## src/rtl/alu_seq_pkg.sv

```systemverilog
// Shared constants for the sequential ALU: control bit positions,
// mode encodings and FSM state encoding.
package alu_seq_pkg;

   localparam int EX = 5;
   localparam int NX = 4;
   localparam int EY = 3;
   localparam int NY = 2;
   localparam int F  = 1;
   localparam int NO = 0;

   localparam logic [1:0] MODE_ALU = 2'b00;
   localparam logic [1:0] MODE_SHL = 2'b01;
   localparam logic [1:0] MODE_SHR = 2'b10;
   localparam logic [1:0] MODE_MUL = 2'b11;

   typedef enum logic [1:0] {
      S_IDLE = 2'b00,
      S_RUN  = 2'b01,
      S_DONE = 2'b10
   } state_t;

endpackage

```

## src/rtl/alu_seq_alu_core.sv

```systemverilog
// Combinational two-operand ALU with operand zero/invert controls
// and optional output inversion.
module alu_core
   import alu_seq_pkg::*;
#(
   parameter int WIDTH = 16
) (
   input  logic [WIDTH-1:0] x,
   input  logic [WIDTH-1:0] y,
   input  logic [5:0]       c,
   output logic [WIDTH-1:0] r,
   output logic             carry
);

   logic [WIDTH-1:0] w_xi;
   logic [WIDTH-1:0] w_yi;
   logic [WIDTH:0]   w_sum;

   always_comb begin
      w_xi = c[EX] ? x : '0;
      if (c[NX]) w_xi = ~w_xi;
      w_yi = c[EY] ? y : '0;
      if (c[NY]) w_yi = ~w_yi;
      w_sum = {1'b0, w_xi} + {1'b0, w_yi};
      r = c[F] ? w_sum[WIDTH-1:0] : (w_xi & w_yi);
      if (c[NO]) r = ~r;
      carry = c[F] & w_sum[WIDTH];
   end

endmodule

```

## src/rtl/alu_seq.sv

```systemverilog
// Sequential ALU: single-cycle ALU op, bit-serial shifts and
// shift-and-add multiply behind a valid/ready command/result handshake.
module alu_seq
   import alu_seq_pkg::*;
#(
   parameter int WIDTH = 16
) (
   input  logic             clk,
   input  logic             rst,
   input  logic             in_valid,
   output logic             in_ready,
   input  logic [WIDTH-1:0] x,
   input  logic [WIDTH-1:0] y,
   input  logic [5:0]       c,
   input  logic [1:0]       mode,
   output logic             out_valid,
   input  logic             out_ready,
   output logic [WIDTH-1:0] out,
   output logic             z_flag,
   output logic             n_flag,
   output logic             c_flag
);

   localparam int AW = $clog2(WIDTH);
   localparam int CW = AW + 1;

   state_t           r_state;
   state_t           w_next;
   logic [WIDTH-1:0] r_acc;
   logic [WIDTH-1:0] r_mx;
   logic [WIDTH-1:0] r_my;
   logic [WIDTH-1:0] r_out;
   logic [CW-1:0]    r_cnt;
   logic [1:0]       r_mode;
   logic             r_z;
   logic             r_n;
   logic             r_c;

   logic [WIDTH-1:0] w_alu_r;
   logic             w_alu_c;
   logic [AW-1:0]    w_amt;
   logic [WIDTH-1:0] w_acc_nxt;
   logic             w_last;

   alu_core #(.WIDTH(WIDTH)) u_core (
      .x     (x),
      .y     (y),
      .c     (c),
      .r     (w_alu_r),
      .carry (w_alu_c)
   );

   assign w_amt  = y[AW-1:0];
   assign w_last = (r_cnt == CW'(1));

   always_comb begin
      w_acc_nxt = r_acc;
      case (r_mode)
         MODE_SHL: w_acc_nxt = r_acc << 1;
         MODE_SHR: w_acc_nxt = r_acc >> 1;
         MODE_MUL: w_acc_nxt = r_my[0] ? r_acc + r_mx : r_acc;
         default:  w_acc_nxt = r_acc;
      endcase
   end

   always_ff @(posedge clk or posedge rst) begin
      if (rst) r_state <= S_IDLE;
      else     r_state <= w_next;
   end

   always_comb begin
      w_next = r_state;
      case (r_state)
         S_IDLE: begin
            if (in_valid) begin
               if (mode == MODE_ALU)
                  w_next = S_DONE;
               else if (mode != MODE_MUL && w_amt == '0)
                  w_next = S_DONE;
               else
                  w_next = S_RUN;
            end
         end
         S_RUN:   if (w_last) w_next = S_DONE;
         S_DONE:  if (out_ready) w_next = S_IDLE;
         default: w_next = S_IDLE;
      endcase
   end

   always_ff @(posedge clk or posedge rst) begin
      if (rst) begin
         r_acc  <= '0;
         r_mx   <= '0;
         r_my   <= '0;
         r_out  <= '0;
         r_cnt  <= '0;
         r_mode <= MODE_ALU;
         r_z    <= 1'b0;
         r_n    <= 1'b0;
         r_c    <= 1'b0;
      end else begin
         case (r_state)
            S_IDLE: begin
               if (in_valid) begin
                  r_mode <= mode;
                  r_cnt  <= '0;
                  if (mode == MODE_ALU) begin
                     r_out <= w_alu_r;
                     r_z   <= (w_alu_r == '0);
                     r_n   <= w_alu_r[WIDTH-1];
                     r_c   <= w_alu_c;
                  end else if (mode == MODE_MUL) begin
                     r_acc <= '0;
                     r_mx  <= x;
                     r_my  <= y;
                     r_cnt <= CW'(WIDTH);
                  end else begin
                     r_acc <= x;
                     r_cnt <= CW'(w_amt);
                     // zero shift amount finishes in the accept cycle
                     if (w_amt == '0) begin
                        r_out <= x;
                        r_z   <= (x == '0);
                        r_n   <= x[WIDTH-1];
                        r_c   <= 1'b0;
                     end
                  end
               end
            end
            S_RUN: begin
               r_acc <= w_acc_nxt;
               r_mx  <= r_mx << 1;
               r_my  <= r_my >> 1;
               r_cnt <= r_cnt - CW'(1);
               if (w_last) begin
                  r_out <= w_acc_nxt;
                  r_z   <= (w_acc_nxt == '0);
                  r_n   <= w_acc_nxt[WIDTH-1];
                  r_c   <= 1'b0;
               end
            end
            default: ;
         endcase
      end
   end

   assign in_ready  = (r_state == S_IDLE);
   assign out_valid = (r_state == S_DONE);
   assign out       = r_out;
   assign z_flag    = r_z;
   assign n_flag    = r_n;
   assign c_flag    = r_c;

endmodule

```

## config.mk

```make
export PLATFORM = sky130hd
export DESIGN_NAME = alu_seq
export DESIGN_NICKNAME = d
export VERILOG_FILES = /design/src/rtl/alu_seq_pkg.sv /design/src/rtl/alu_seq_alu_core.sv /design/src/rtl/alu_seq.sv
export SDC_FILE = /design/constraint.sdc
export NUM_CORES = 1
export LEC_CHECK = 0
export BUFFER_PORTS_ARGS = -buffer_cell sky130_fd_sc_hd__buf_4
export CORE_UTILIZATION = 60
export DETAILED_ROUTE_END_ITERATION = 6
export PLACE_DENSITY = 0.81
export SYNTH_ARGS = -nofsm -noshare
export SYNTH_HDL_FRONTEND = slang
export SYNTH_SLANG_ARGS = --single-unit
```

## constraint.sdc

```tcl
create_clock -name clk -period 7.3 [get_ports clk]
set_input_delay 1.46 -clock clk [delete_from_list [all_inputs] [get_ports clk]]
set_output_delay 1.46 -clock clk [all_outputs]
set_load 0.01 [all_outputs]
```

* After elaboration in Yosys (flattened, before gate mapping)
Index checks and enable logic that the tools add are counted.
Word-level totals: register bits 76, output and inout port bits 21, logic and storage cells 101
Cells by class: add/subtract/negate cells 3, equal/unequal tests 15, muxes and demuxes 54, bitwise gates (word level) 5, reductions and logical operators 14
Operators with widths (count):
- $mux W16 | 21
- $pmux W16 S2 | 4
- $logic_not A16 Y1 | 3
- $not A16 Y16 | 3
- $pmux W16 S3 | 1
- $add A16 B16 Y17 | 1
- $add A16 B16 Y16 | 1
- $and A16 B16 Y16 | 1
- $mux W1 | 15
- $mux W5 | 3
- $mux W2 | 5
- $pmux W5 S2 | 1
- $eq A2 B2 Y1 const B | 4
- $ne A2 B2 Y1 const B | 4
- $pmux W1 S2 | 3
- $pmux W2 S3 | 1
- $reduce_and A3 Y1 | 2
- $eq A5 B1 Y1 const B | 1
- $reduce_and A5 Y1 | 1
- $sub A5 B1 Y5 const B | 1
- $eq A2 B1 Y1 const B | 2
- $logic_not A2 Y1 | 2
- $logic_not A4 Y1 | 1
- $ne A2 B1 Y1 const B | 2
- 7 further kinds | 8

* Depth between registers and ports, before layout
Gate-level depths: netlist (run 1).
depth in word-level cells 11, depth in mapped cells 15

* Hierarchy
Synthesis (run 1) repeated with hierarchy kept, for this count alone.
Unflattened totals: cell total of the unflattened synthesis 850, area, all modules 6836.6 µm²
By module, submodules not included:
- alu_seq | instances 1, cells each 624, area each 5203.7 µm²
- alu_core | instances 1, cells each 226, area each 1632.8 µm²

* Worst setup path before layout (run 1)
No wires, ideal clock.
path kind input-to-reg, from input port c[2], to register r_z (netlist: z_flag), library setup time 0.069 ns, arrival time 4.804 ns, required time 7.231 ns, slack 2.428 ns, stages on the path 14, path through clkbuf_1 > buf_1 > xnor2_1 > fa_1 > a21o_1 > a22oi_2 > a211oi_1 > or4_1 > a21oi_1 > nor3b_2 > or3b_1 > mux2i_1 > nand4_1 > nand3_1
On the way: cells in the longest elaborated chain, start to end 9
Ends and longest elaborated chain:
- start: declaration | line alu_seq.sv:14 | input logic [5:0] c,
- $mux W16 * | line alu_seq_alu_core.sv:23 | if (c[NY]) w_yi = ~w_yi;
- $add A16 B16 Y17 or $and A16 B16 Y16 (tied branches) | line alu_seq_alu_core.sv:24, alu_seq_alu_core.sv:25
- $mux W16 * | line alu_seq_alu_core.sv:25 | r = c[F] ? w_sum[WIDTH-1:0] : (w_xi & w_yi);
- $not A16 Y16 | line alu_seq_alu_core.sv:26 | if (c[NO]) r = ~r;
- $mux W16 * | line alu_seq_alu_core.sv:26
- $logic_not A16 Y1 * | line alu_seq.sv:109 | r_z <= (w_alu_r == '0);
- $mux W1 * | line alu_seq.sv:107 | if (mode == MODE_ALU) begin
- $mux W1 * | line alu_seq.sv:104 | if (in_valid) begin
- $pmux W1 S2 * | line alu_seq.sv:102 | case (r_state)
- end signal: assignment | line alu_seq.sv:109
- end signal: assignment | line alu_seq.sv:123 | r_z <= (x == '0);
- end signal: assignment | line alu_seq.sv:137 | r_z <= (w_acc_nxt == '0);
- end: declaration | line alu_seq.sv:35 | logic r_z;
Mark *: on every way between the ends. The rest lies on a longest branch, timed or not. The select of a mux whose other input is x is not followed. A chain may end at the register's enable or synchronous reset.

* Worst setup path in the final report (run 1)
from input port c[3], to register r_z (netlist: z_flag)
On the way: cells in the longest elaborated chain, start to end 11
Ends and longest elaborated chain:
- $mux W16 * | line alu_seq_alu_core.sv:22 | w_yi = c[EY] ? y : '0;
- $not A16 Y16 | line alu_seq_alu_core.sv:23
- $mux W16 * | line alu_seq_alu_core.sv:23
- $add A16 B16 Y17 or $and A16 B16 Y16 (tied branches) | line alu_seq_alu_core.sv:24, alu_seq_alu_core.sv:25
- $mux W16 * | line alu_seq_alu_core.sv:25
- $not A16 Y16 | line alu_seq_alu_core.sv:26
- $mux W16 * | line alu_seq_alu_core.sv:26
- $logic_not A16 Y1 * | line alu_seq.sv:109
- $mux W1 * | line alu_seq.sv:107
- $mux W1 * | line alu_seq.sv:104
- $pmux W1 S2 * | line alu_seq.sv:102
Marked as above.

==> impl_metrics.json, run 1 <==
{
  "p_per_area_nw_per_um2": 444,
  "finalHoldWorstSlack_ns": 0.497,
  "status": "complete, no violations",
  "clkSinkCount": 75,
  "worst_pin_slew_ns": 1.26,
  "drive_above_1_share": 0.128,
  "dr.max_layer_used": "met4",
  "num_rows": 37,
  "rsz0062_at_grt": "false",
  "worstHoldPathType": "reg2reg",
  "critPathLaunchType": "input pin",
  "cts_inserted_buffers": 9,
  "grt_pass1_wl_mm": 30.9,
  "grt_use_total": 0.352,
  "r2r_end": "z_flag",
  "layout_common_cells": "nand2_1, nor2_1, dfrtp_1, buf_4, o21ai_0",
  "cts_hold_buf": 0,
  "crit_slowest_cell": "or4_1",
  "rrSetupSlack_ns": 3.59,
  "cp.required_ns": 7.60,
  "relSlewSlack": 0.154,
  "antenna_left": 0,
  "ys.flop_type": "dfrtp_1",
  "clock_skew_ns": 0.0164,
  "fp.dieH_um": 106,
  "netlist_area_sq_um": 6460,
  "fmax_mhz": 230,
  "wl_met1_mm": 8.18,
  "syn-mean-instance-area_sq_um": 7.87,
  "hold_path_startpoint": "out[6]",
  "period_minus_slack_ns": 4.35,
  "post-route-util": 0.692,
  "hold_viol": 0,
  "drv_slew": 0,
  "placed_area_sq_um": 6940,
  "wl_met2_mm": 8.91,
  "whs_path_depth": 2,
  "num_vias": 6351,
  "drtIter0Drc": 517,
  "ys_async_sr_fraction": 1.00,
  "yosysWarningCount": 0,
  "ys_ff_latch": 75,
  "initial_utilization": 0.623,
  "fin_setup_tns_ns": 0,
  "path_max_fanout": 16,
  "routedWlPerCell_um": 19.1,
  "multi_input_area_sq_um": 4290,
  "regArea_sq_um": 1880,
  "timing.rr.start": "r_acc[0]",
  "fillerInstances": 857,
  "die_w_um": 106,
  "finalCritPeriodShare": 0.596,
  "htreeDepth": 3,
  "core-area_sq_um": 10400,
  "drc": 0,
  "final_common_cell": "nand2_1",
  "cp.arrival_ns": 4.64,
  "reg2reg_depth": 12,
  "root_buffer": "clkbuf_8",
  "crit_chain": "buf_4 > nand2_1 > xnor2_1 > ha_1 > fa_1 > a21o_1 > a22oi_2 > a211oi_1 > or4_1 > a21oi_1 > nor3b_2 > or3b_1 > mux2i_1 > nand4_1 > nand3_1",
  "drt-total-wl_mm": 18.9,
  "endpoint_kind": "register",
  "cts-resized-gates": 0,
  "synth_edf_count": 0,
  "syn_nets": 899,
  "wl_met3_mm": 1.30,
  "final_area_sq_um": 7180,
  "portBuffers": 64,
  "clk_pin_slew_ns": 0.08,
  "grt-ovfl-total": 0,
  "setup_viol_count_final": 0,
  "maxCapViolCount": 0,
  "antenna_found_initial": 0,
  "cts_max_path_buffers": 2,
  "area_growth_pct": 11.2,
  "p_total_mw": 3.19,
  "hpwl_mm": 13.9,
  "io_pins": 65,
  "grt_pass1_vias": 6080,
  "clk_latency_ns": 0.36,
  "viasPerCell": 6.42,
  "crit_type": "in2reg",
  "firstDrtPassIters": 5,
  "place.gp.congestion": 0.939,
  "dieArea_sq_um": 11200,
  "leakage_nw": 3.13,
  "nNetsFinal": 928,
  "syn_inst": 820,
  "worst_ir_drop_vdd_mv": 0.225,
  "max_stage_delay_ns": 0.57,
  "num_antenna_cells": 0,
  "min_to": "out[6]",
  "postCtsSetupBuffers": 0,
  "grt_max_degree": 85,
  "synth-seq-area-share": 0.291,
  "yosysUniqueCellTypes": 69,
  "cts_tree": "built"
}
flip-flops by register name, indices dropped and copies added, names as in the netlist:
register / flops
c_flag: 1
out: 16
r_acc: 16
r_cnt: 5
r_mode: 2
r_mx: 16
r_my: 16
r_state: 2
z_flag: 1
cell families after synthesis:
family | after synthesis | synth area share
and+or+nand+nor | 325 | 0.233
AOI/OAI and AO/OA | 223 | 0.230
muxes | 21 | 0.0380
buffers and inverters | 73 | 0.0455
xor gates and xnor gates | 67 | 0.0909
DFF | 75 | 0.291
adders and majority gates | 36 | 0.0719
worst max-delay path by stage:
| stage | start | endpoint | slack [ns] |
|---|---|---|---|
| after global placement | c[3] | z_flag | 2.70 |
| after CTS | c[5] | z_flag | 2.98 |
| final | c[3] | z_flag | 2.95 |
| after floorplan | c[2] | z_flag | 2.43 |
| after detailed placement | c[3] | z_flag | 2.62 |
| after global routing | c[3] | z_flag | 2.76 |
area by class of cell:
cell class                      instances  share of cell area
Clock buffer                            9              0.0173
Multi-Input combinational cell        672               0.598
Timing Repair Buffer                   69              0.0722
Clock inverter                          6              0.0160
Inverter                               22              0.0115
Tap cell                              136              0.0237
Sequential cell                        75               0.262
synth_stat cells (all sizes together) (10+ instances only):
master  instances  area [sq um]
nor3           32           160
a211oi         10          75.1
a31oi          30           188
mux2i          14           140
o21ai          53           265
a22oi          10          80.1
nand3          17          85.1
dfrtp          75          1880
nand2         126           473
ha             33           413
inv            22          82.6
a21oi          46           234
clkbuf         42           158
nor2           82           308
a21o           14           105
xnor2          50           438
xor2           17           149
power breakdown:
part | internal, mW | total, mW | leakage, nW | switching (mW)
registers | 0.609 | 0.845 | 0.883 | 0.235
logic | 0.820 | 1.95 | 2.13 | 1.13
clock network | 0.226 | 0.396 | 0.115 | 0.170
through the flow:
stage          setup slack (ns)  instances
3_3_place_gp               2.70        974
4_1_cts                    2.98        989
6_report                   2.95        989
2_1_floorplan              2.43        820
3_5_place_dp               2.62        974
5_1_grt                    2.76        989
worst max-delay path, delay by kind of cell:
| family | cells | cell delay [ns] |
|---|---|---|
| adders and majority gates | 2 | 0.68 |
| xor gates and xnor gates | 1 | 0.13 |
| buffers and inverters | 1 | 0.17 |
| AOI/OAI and AO/OA | 4 | 0.74 |
| and+or+nand+nor | 6 | 1.32 |
| muxes | 1 | 0.13 |
per-layer routing:
metal  GRT usage  vias up
li1            -     3008
met1       0.465     3018
met2       0.579      281
met3      0.0575       44
met4       0.131        0
met5           0        -
Power figures use the tool's default switching activity.
==> run 2: changes to the inputs <==
- CORE_UTILIZATION: 60 -> 55
- PLACE_DENSITY: 0.81 -> 0.78
- clock period: 7.3 -> 3.85 ns (I/O delays scaled with it)
==> run 2 against run 1 <==
Net effect:
- the run now ends with DRC left
- die area is 8.9% higher
- global-route usage down 1.2 points
- critical path depth is 3 lower
- utilization is 4.2 points lower
- via count is 1.9% higher
- cell area grew 3.4%
- first-iteration DRC count is 52% higher
- clock skew is 0.0074 ns lower
- critical endpoint unchanged
==> impl_metrics.json, run 2 (same netlist as run 1, synthesis figures left out) <==
{
  "rrSetupSlack_ns": 0.18,
  "io_pins": 65,
  "status": "finished with violations",
  "drv_slew": 0,
  "maxCapViolCount": 0,
  "p_total_mw": 6.39,
  "endpoint_kind": "register",
  "path_max_fanout": 5,
  "firstDrtPassIters": 7,
  "drtIter0Drc": 787,
  "cp.required_ns": 4.13,
  "leakage_nw": 3.25,
  "initial_utilization": 0.565,
  "clock_skew_ns": 0.00902,
  "cp.arrival_ns": 3.95,
  "crit_family": "compound AO/OA/AOI/OAI gates",
  "root_buffer": "clkbuf_16",
  "violations": "DRC",
  "dieArea_sq_um": 12200,
  "grt_use_total": 0.340,
  "fp.dieH_um": 110,
  "num_antenna_cells": 0,
  "cp_common_cell": "a21o_1",
  "antenna_left": 0,
  "viasPerCell": 6.39,
  "drc": 3,
  "finalHoldWorstSlack_ns": 0.483,
  "drive_above_1_share": 0.144,
  "finalCritPeriodShare": 0.953,
  "crit_type": "reg2reg",
  "area_growth_pct": 15.0,
  "fmax_mhz": 273,
  "worstHoldPathType": "reg2reg",
  "portBuffers": 64,
  "num_rows": 39,
  "nNetsFinal": 944,
  "max_stage_delay_ns": 0.48,
  "hold_viol": 0,
  "routedWlPerCell_um": 19.3,
  "layout_common_cells": "nand2_1, buf_4, nor2_1, dfrtp_1, o21ai_0",
  "clk_latency_ns": 0.35,
  "htreeDepth": 3,
  "worst_ir_drop_vdd_mv": 0.600,
  "p_per_area_nw_per_um2": 861,
  "placed_area_sq_um": 7070,
  "rsz0062_at_grt": "false",
  "setup_viol_count_final": 0,
  "cts_max_path_buffers": 2,
  "num_vias": 6471,
  "worst_pin_slew_ns": 0.859,
  "core-area_sq_um": 11400,
  "period_minus_slack_ns": 3.67,
  "antenna_found_initial": 0,
  "relSlewSlack": 0.427,
  "place.gp.congestion": 0.907,
  "cts_inserted_buffers": 9,
  "cts_tree": "built",
  "drt-total-wl_mm": 19.5,
  "grt-ovfl-total": 0,
  "dpl_worst_slack_ns": -0.0346,
  "critPathLaunchType": "register",
  "final_common_cell": "nand2_1",
  "final_area_sq_um": 7420,
  "crit_chain": "ha_1 > fa_1 > a21o_1 > a21o_1 > a2111oi_4 > o41ai_1 > xor2_1 > a21oi_1 > nand4b_1 > and4bb_1 > o211ai_1 > nand3_1",
  "grt_max_degree": 84,
  "setup_ws_ns": 0.182,
  "clk_pin_slew_ns": 0.06,
  "crit_buf_inv": 0,
  "hpwl_mm": 14.5,
  "grt_pass1_vias": 6094,
  "clkSinkCount": 75,
  "grt_pass1_wl_mm": 31.1,
  "die_w_um": 110,
  "crit_slowest_cell": "a2111oi_4"
}
run 2: cell types whose count changed in the layout (fill, tap and decap cells not counted), sizes merged:
cell / change
clkbuf: +1
clkinvlp: +1
buf: +16
clkinv: -1
run 2: layer usage:
metal,track usage,routed length (um),up-vias
met1,0.450,8160,3054
met2,0.548,9090,321
met3,0.0594,1690,47
met5,0,0,-
li1,-,-,3049
met4,0.143,575,0
run 2: worst register-to-register path, stage by stage, from the launching register on:
cell and delay (ns):
dfrtp_1 0.43, ha_1 0.27, fa_1 0.43, a21o_1 0.20, a21o_1 0.25, a2111oi_4 0.48
o41ai_1 0.18, xor2_1 0.18, a21oi_1 0.38, nand4b_1 0.24, and4bb_1 0.33, o211ai_1 0.13
nand3_1 0.12
run 2: area by class of cell:
| cell class | count | area [sq um] |
|---|---|---|
| fill | 995 | 4000 |
| sequential | 75 | 1880 |
| inverter | 22 | 82.6 |
| timing repair buffer | 85 | 638 |
| clock buffer | 10 | 229 |
| multi-input combinational | 672 | 4300 |
| tap | 143 | 179 |
| clock inverter | 6 | 114 |
run 2: stage by stage:
step	TNS, ns	instances	utilization
floorplan	0	820	-
global placement	0	997	0.619
detailed placement	-0.0346	997	0.619
CTS	0	1013	0.649
global route	0	1013	0.650
finish	0	1013	0.650
run 2: worst paths after layout:
check | from | cells past startpoint | endpoint
setup reg to reg | r_acc[0] | 12 | z_flag
setup / recovery | r_acc[0] | 12 | z_flag
hold reg to reg | out[6] | 2 | out[6]
min in group asynchronous | rst | 2 | out[1]
max in group asynchronous | rst | 3 | r_acc[12]
hold / removal | out[6] | 2 | out[6]
run 2: what timing repair did:
item | in CTS | in global routing
hold buffers | 0 | 0
gates resized for setup | 0 | 1
setup endpoints to repair | 0 | 1
buffers inserted | 0 | 0
run 2: where the power goes:
part,leakage (nW),switching (mW),internal [mW],total [mW]
registers,0.883,0.389,1.16,1.55
clock network,0.159,0.349,0.634,0.983
logic,2.21,2.25,1.61,3.86
